==> src/rtl/disp_serial_shifter.sv <==
// Serialises a WIDTH-bit display image MSB-first onto a 74HC595-style
// chain: generated shift clock, data, latch strobe and active-low clear.
// A start request snapshots the image; requests arriving mid-frame are
// remembered (one deep) and replayed as soon as the frame finishes.
module disp_serial_shifter #(
    parameter int WIDTH = 64,
    parameter int DIV   = 2
) (
    input  logic             clk,
    input  logic             rst,
    input  logic             start,
    input  logic [WIDTH-1:0] Disp_num,
    output logic             seg_clk,
    output logic             seg_sout,
    output logic             seg_latch,
    output logic             seg_clrn,
    output logic             busy,
    output logic             done
);

    localparam int DW = $clog2(DIV + 1);
    localparam int BW = $clog2(WIDTH + 1);
    localparam logic [DW-1:0] DIV_LAST = DW'(DIV - 1);
    localparam logic [BW-1:0] BIT_LAST = BW'(WIDTH - 1);

    typedef enum logic [1:0] {
        IDLE  = 2'd0,
        SHIFT = 2'd1,
        LATCH = 2'd2
    } state_t;

    state_t           state_reg, state_next;
    logic [WIDTH-1:0] shift_reg, shift_next;
    logic [WIDTH-1:0] shift_left;
    logic [DW-1:0]    div_cnt_reg, div_cnt_next;
    logic [BW-1:0]    bit_cnt_reg, bit_cnt_next;
    logic             pending_reg, pending_next;
    logic             seg_clk_reg, seg_clk_next;
    logic             seg_sout_reg, seg_sout_next;
    logic             seg_latch_reg, seg_latch_next;
    logic             seg_clrn_reg, seg_clrn_next;
    logic             busy_reg, busy_next;
    logic             done_reg, done_next;

    // Shift register moved one place towards the MSB, zero fill at the bottom.
    assign shift_left[0] = 1'b0;
    generate
        for (genvar gi = 1; gi < WIDTH; gi++) begin : g_shl
            assign shift_left[gi] = shift_reg[gi-1];
        end
    endgenerate

    // Next-state and next-output logic for the frame sequencer.
    always_comb begin
        state_next     = state_reg;
        shift_next     = shift_reg;
        div_cnt_next   = div_cnt_reg;
        bit_cnt_next   = bit_cnt_reg;
        pending_next   = pending_reg;
        seg_clk_next   = seg_clk_reg;
        seg_sout_next  = seg_sout_reg;
        seg_latch_next = seg_latch_reg;
        seg_clrn_next  = 1'b1;
        busy_next      = busy_reg;
        done_next      = 1'b0;

        case (state_reg)
            IDLE: begin
                if (start || pending_reg) begin
                    state_next    = SHIFT;
                    shift_next    = Disp_num;
                    seg_sout_next = Disp_num[WIDTH-1];
                    seg_clk_next  = 1'b0;
                    busy_next     = 1'b1;
                    pending_next  = 1'b0;
                    div_cnt_next  = '0;
                    bit_cnt_next  = '0;
                end
            end

            SHIFT: begin
                if (start) begin
                    pending_next = 1'b1;
                end
                if (div_cnt_reg == DIV_LAST) begin
                    div_cnt_next = '0;
                    if (!seg_clk_reg) begin
                        // End of the low half: rising edge, data already stable.
                        seg_clk_next = 1'b1;
                    end else begin
                        // End of the high half: falling edge, advance data.
                        seg_clk_next = 1'b0;
                        if (bit_cnt_reg == BIT_LAST) begin
                            state_next     = LATCH;
                            seg_latch_next = 1'b1;
                        end else begin
                            bit_cnt_next  = bit_cnt_reg + 1'b1;
                            shift_next    = shift_left;
                            seg_sout_next = shift_reg[WIDTH-2];
                        end
                    end
                end else begin
                    div_cnt_next = div_cnt_reg + 1'b1;
                end
            end

            LATCH: begin
                if (start) begin
                    pending_next = 1'b1;
                end
                if (div_cnt_reg == DIV_LAST) begin
                    div_cnt_next   = '0;
                    state_next     = IDLE;
                    seg_latch_next = 1'b0;
                    busy_next      = 1'b0;
                    done_next      = 1'b1;
                end else begin
                    div_cnt_next = div_cnt_reg + 1'b1;
                end
            end

            default: begin
                state_next = IDLE;
            end
        endcase
    end

    // State and output registers; reset abandons any frame and clears the chain.
    always_ff @(posedge clk) begin
        if (rst) begin
            state_reg     <= IDLE;
            shift_reg     <= '0;
            div_cnt_reg   <= '0;
            bit_cnt_reg   <= '0;
            pending_reg   <= 1'b0;
            seg_clk_reg   <= 1'b0;
            seg_sout_reg  <= 1'b0;
            seg_latch_reg <= 1'b0;
            seg_clrn_reg  <= 1'b0;
            busy_reg      <= 1'b0;
            done_reg      <= 1'b0;
        end else begin
            state_reg     <= state_next;
            shift_reg     <= shift_next;
            div_cnt_reg   <= div_cnt_next;
            bit_cnt_reg   <= bit_cnt_next;
            pending_reg   <= pending_next;
            seg_clk_reg   <= seg_clk_next;
            seg_sout_reg  <= seg_sout_next;
            seg_latch_reg <= seg_latch_next;
            seg_clrn_reg  <= seg_clrn_next;
            busy_reg      <= busy_next;
            done_reg      <= done_next;
        end
    end

    assign seg_clk   = seg_clk_reg;
    assign seg_sout  = seg_sout_reg;
    assign seg_latch = seg_latch_reg;
    assign seg_clrn  = seg_clrn_reg;
    assign busy      = busy_reg;
    assign done      = done_reg;

endmodule

==> config.mk <==
export PLATFORM = sky130hd
export DESIGN_NAME = disp_serial_shifter
export DESIGN_NICKNAME = d
export VERILOG_FILES = /design/src/rtl/disp_serial_shifter.sv
export SDC_FILE = /design/constraint.sdc
export NUM_CORES = 1
export LEC_CHECK = 0
export CORE_MARGIN = 2
export CORE_UTILIZATION = 36
export CTS_CLUSTER_DIAMETER = 80
export DETAILED_ROUTE_END_ITERATION = 7
export SLEW_MARGIN = 30
export SYNTH_ARGS = -nofsm -noshare
export SYNTH_HDL_FRONTEND = slang
export SYNTH_SLANG_ARGS = --single-unit
==> constraint.sdc <==
create_clock -name clk -period 2.2 [get_ports clk]
set_input_delay 0.44 -clock clk [delete_from_list [all_inputs] [get_ports clk]]
set_output_delay 0.44 -clock clk [all_outputs]
set_load 0.01 [all_outputs]
==> results.sh <==
export IMPL_synthFlopType="sky130_fd_sc_hd__dfxtp_1"
export IMPL_syn_area_um2=3820
export IMPL_synth_lib_cells_used_distinct=47
export IMPL_grt_util_all_layers_pct=15.9
export IMPL_synth_edf_count=0
export IMPL_routed_wirelength_um=8980
export IMPL_cts_bufs_inserted=9
export IMPL_netlist_instances=394
export IMPL_gr_max_usage_layer="met2"
export IMPL_place_detailed_hpwl_um=5580
export IMPL_max_cap_viol_count=0
export IMPL_max_slew_margin_rel_pct=50.5
export IMPL_leakage_nw=1.71
export IMPL_design_core_area_um2=10300
export IMPL_detail_route_iter0_violations=136
export IMPL_crit_arrival_ns=2.29
export IMPL_p_per_area_nw_per_um2=1230
export IMPL_synth_warnings=0
export IMPL_top_level_ports=73
export IMPL_synth_seq_cells=81
export IMPL_globalplace_congestion=0.812
export IMPL_irDropWorstVdd_mv=0.683
export IMPL_avgSynthCellArea_um2=9.70
export IMPL_area_growth_pct=28.6
export IMPL_tritoncts="built"
export IMPL_cts_hold_buf=0
export IMPL_criticalPathCategory="flip-flop to flip-flop"
export IMPL_fin_tns_setup_ns=0
export IMPL_filler_cell_count=999
export IMPL_synth_area_leaders="sky130_fd_sc_hd__dfxtp_1, sky130_fd_sc_hd__mux2i_1, sky130_fd_sc_hd__a211oi_1, sky130_fd_sc_hd__a21oi_1, sky130_fd_sc_hd__buf_2"
export IMPL_num_antenna_cells=0
export IMPL_grtUsageMet1_pct=22.5
export IMPL_worstHoldStart="rst"
export IMPL_setup_repair_after_global_routing_missed_its_margin="no"
export IMPL_synth_seq_area_share_pct=42.5
export IMPL_grt_first_pass_wirelength_um=14800
export IMPL_drc=0
export IMPL_cts_buffer_depth=2
export IMPL_top_cells_by_instance_count_after_synthesis="sky130_fd_sc_hd__dfxtp_1, sky130_fd_sc_hd__a21oi_1, sky130_fd_sc_hd__a211oi_1, sky130_fd_sc_hd__mux2i_1, sky130_fd_sc_hd__buf_2"
export IMPL_globalRouteOverflowTotal=0
export IMPL_post_synth_top_area_fraction_pct=42.5
export IMPL_result_of_the_run="complete, no violations"
export IMPL_post_synth_top_count_cell="sky130_fd_sc_hd__dfxtp_1"
export IMPL_ant_nets=0
export IMPL_post_drt_via_cell_ratio=5.33
export IMPL_finalWorstPathRequiredPeriod_ns=2.01
export IMPL_r2r_worst_path_cells=6
export IMPL_hold_depth=2
export IMPL_design_area_um2=4910
export IMPL_report_final_hold_viol_count=0
export IMPL_detailed_place_area_um2=4710
export IMPL_vias=3158
export IMPL_gr_met3_demand_resource_pct=2.80
export IMPL_maximum_number_of_pins_on_one_net_before_global_route_repair=65
export IMPL_reg2reg_slack_ns=0.19
export IMPL_layout_drive_gt1_share_pct=8.10
export IMPL_post_synth_top_area_cell="sky130_fd_sc_hd__dfxtp_1"
export IMPL_timing_max_transition_violations_final=0
export IMPL_placementRows=37
export IMPL_timing_worst_slew_pin_value_ns=0.742
export IMPL_htree_num_levels=3
export IMPL_cts_setup_buffers=0
export IMPL_max_freq_mhz=497
export IMPL_timing_critical_path_from_type="flip-flop"
export IMPL_finish_net_count=524
export IMPL_grt_antenna_before_repair=0
export IMPL_regToRegEndpoint="bit_cnt_reg[3]"
export IMPL_global_route_usage_met2_pct=24.3
export IMPL_holdCritPathClass="input port to flip-flop"
export IMPL_mappedNetlistNets=466
export IMPL_totalPowerFinal_w=0.00605
export IMPL_clkLatencyLatePin_ns=0.36
export IMPL_critPathMaxFanout=9
export IMPL_cts_root_buf="sky130_fd_sc_hd__clkbuf_8"
export IMPL_port_buffers=72
export IMPL_worstSetupEndpointType="flip-flop"
export IMPL_grt_pass1_vias=3007
export IMPL_die_area_um2=11500
export IMPL_timing_final_crit_share_pct=91.4
export IMPL_clkSlewWorstSetupHoldPaths_ns=0.08
export IMPL_cts_resized=0
export IMPL_initial_utilization_pct=37.0
export IMPL_cts_num_sinks=81
export IMPL_worst_clock_skew_ns=0.0158
export IMPL_ys_async_sr_fraction_pct=0
export IMPL_destination_of_the_worst_hold_path="busy"
export IMPL_share_of_the_core_filled_with_cells_pct=47.6
export IMPL_die_width_um=107
export IMPL_die_height_um=107
export IMPL_crit_required_ns=2.48
export IMPL_largest_register_ff_count=63
export IMPL_setup_viol_count_final=0
export IMPL_first_pass_iters=4
export IMPL_launch_instance_of_the_worst_register_to_register_path="state_reg[0]"
export IMPL_whs_ns=0.364
export IMPL_routed_wire_length_per_instance_um=15.1
logic make-up (layout without fill, tap and decap cells):
| group | Yosys count | count (layout) | synth area share [%] |
|---|---|---|---|
| AO/OA/AOI/OAI | 159 | 159 | 27.3 |
| adder cells (fa/ha/maj) | 5 | 5 | 1.64 |
| buffers and inverters | 40 | 103 | 4.95 |
| flip-flops | 81 | 81 | 42.5 |
| multiplexers | 65 | 65 | 17.0 |
| AND/OR/NAND/NOR | 44 | 44 | 6.65 |
worst max-delay path, stage by stage, from the launching register on:
cell and delay (ns):
sky130_fd_sc_hd__dfxtp_1 0.38, sky130_fd_sc_hd__inv_1 0.10, sky130_fd_sc_hd__ha_1 0.28, sky130_fd_sc_hd__nor3b_2 0.21, sky130_fd_sc_hd__a211o_4 0.33, sky130_fd_sc_hd__or4_1 0.51, sky130_fd_sc_hd__a21boi_1 0.14
cell type report:
class                           count  area [um2]  share of cell area [%]
Clock buffer                        9         124                    2.52
Clock inverter                      7        77.6                    1.58
Inverter                            4        15.0                   0.306
Multi-Input combinational cell    273        2040                    41.6
Sequential cell                    81        1620                    33.0
Tap cell                          136         170                    3.46
Timing Repair Buffer               83         861                    17.5
where the power goes:
group / switching (W) / leakage [nW] / total (W) / internal, W
clock: 0.000583 / 0.100 / 0.00112 / 0.000534
combinational: 0.00147 / 0.937 / 0.00271 / 0.00124
sequential: 0.000255 / 0.668 / 0.00223 / 0.00197
how the worst max path moves through the flow:
stage | from | end | slack, ns | depth (start not counted)
6_report | state_reg[0] | bit_cnt_reg[3] | 0.19 | 6
5_1_grt | state_reg[0] | bit_cnt_reg[3] | 0.07 | 6
4_1_cts | state_reg[0] | bit_cnt_reg[3] | 0.20 | 6
3_5_place_dp | start | bit_cnt_reg[3] | 0.09 | 5
3_3_place_gp | start | bit_cnt_reg[3] | 0.10 | 5
2_1_floorplan | state_reg[0] | bit_cnt_reg[3] | 0.39 | 6
cell usage in the layout (no fill, tap or decap), drive strengths merged, types with 2 or more instances in the layout:
master	Yosys	routed
clkdlybuf4s50	0	71
nand3	3	3
a21o	2	2
dfxtp	81	81
o31ai	2	2
nand2	11	11
nor2b	3	3
nor3b	3	3
clkbuf	14	9
a31oi	3	3
a21boi	2	2
nor3	2	2
a21oi	69	69
nand2b	3	3
a211oi	65	65
clkinv	0	3
nand4b	2	2
nor2	6	6
mux2i	65	65
inv	4	6
o31a	2	2
buf	22	12
and3	3	3
o21ai	4	4
ha	5	5
o21a	2	2
metrics by stage:
stage | worst slack (ns) | cells
after CTS | 0.198 | 593
after detailed placement | 0.0935 | 577
after global placement | 0.102 | 577
after floorplan | 0.391 | 394
final | 0.190 | 593
after global routing | 0.0680 | 593
routing by layer:
metal	wire length, um	vias to the layer above	part of all wire, %
li1	-	1612	-
met1	4420	1468	49
met2	3970	69	44
met3	470	9	5.2
met4	124	0	1.4
met5	0	-	0
Note: power is estimated with default switching activity, not from simulation.
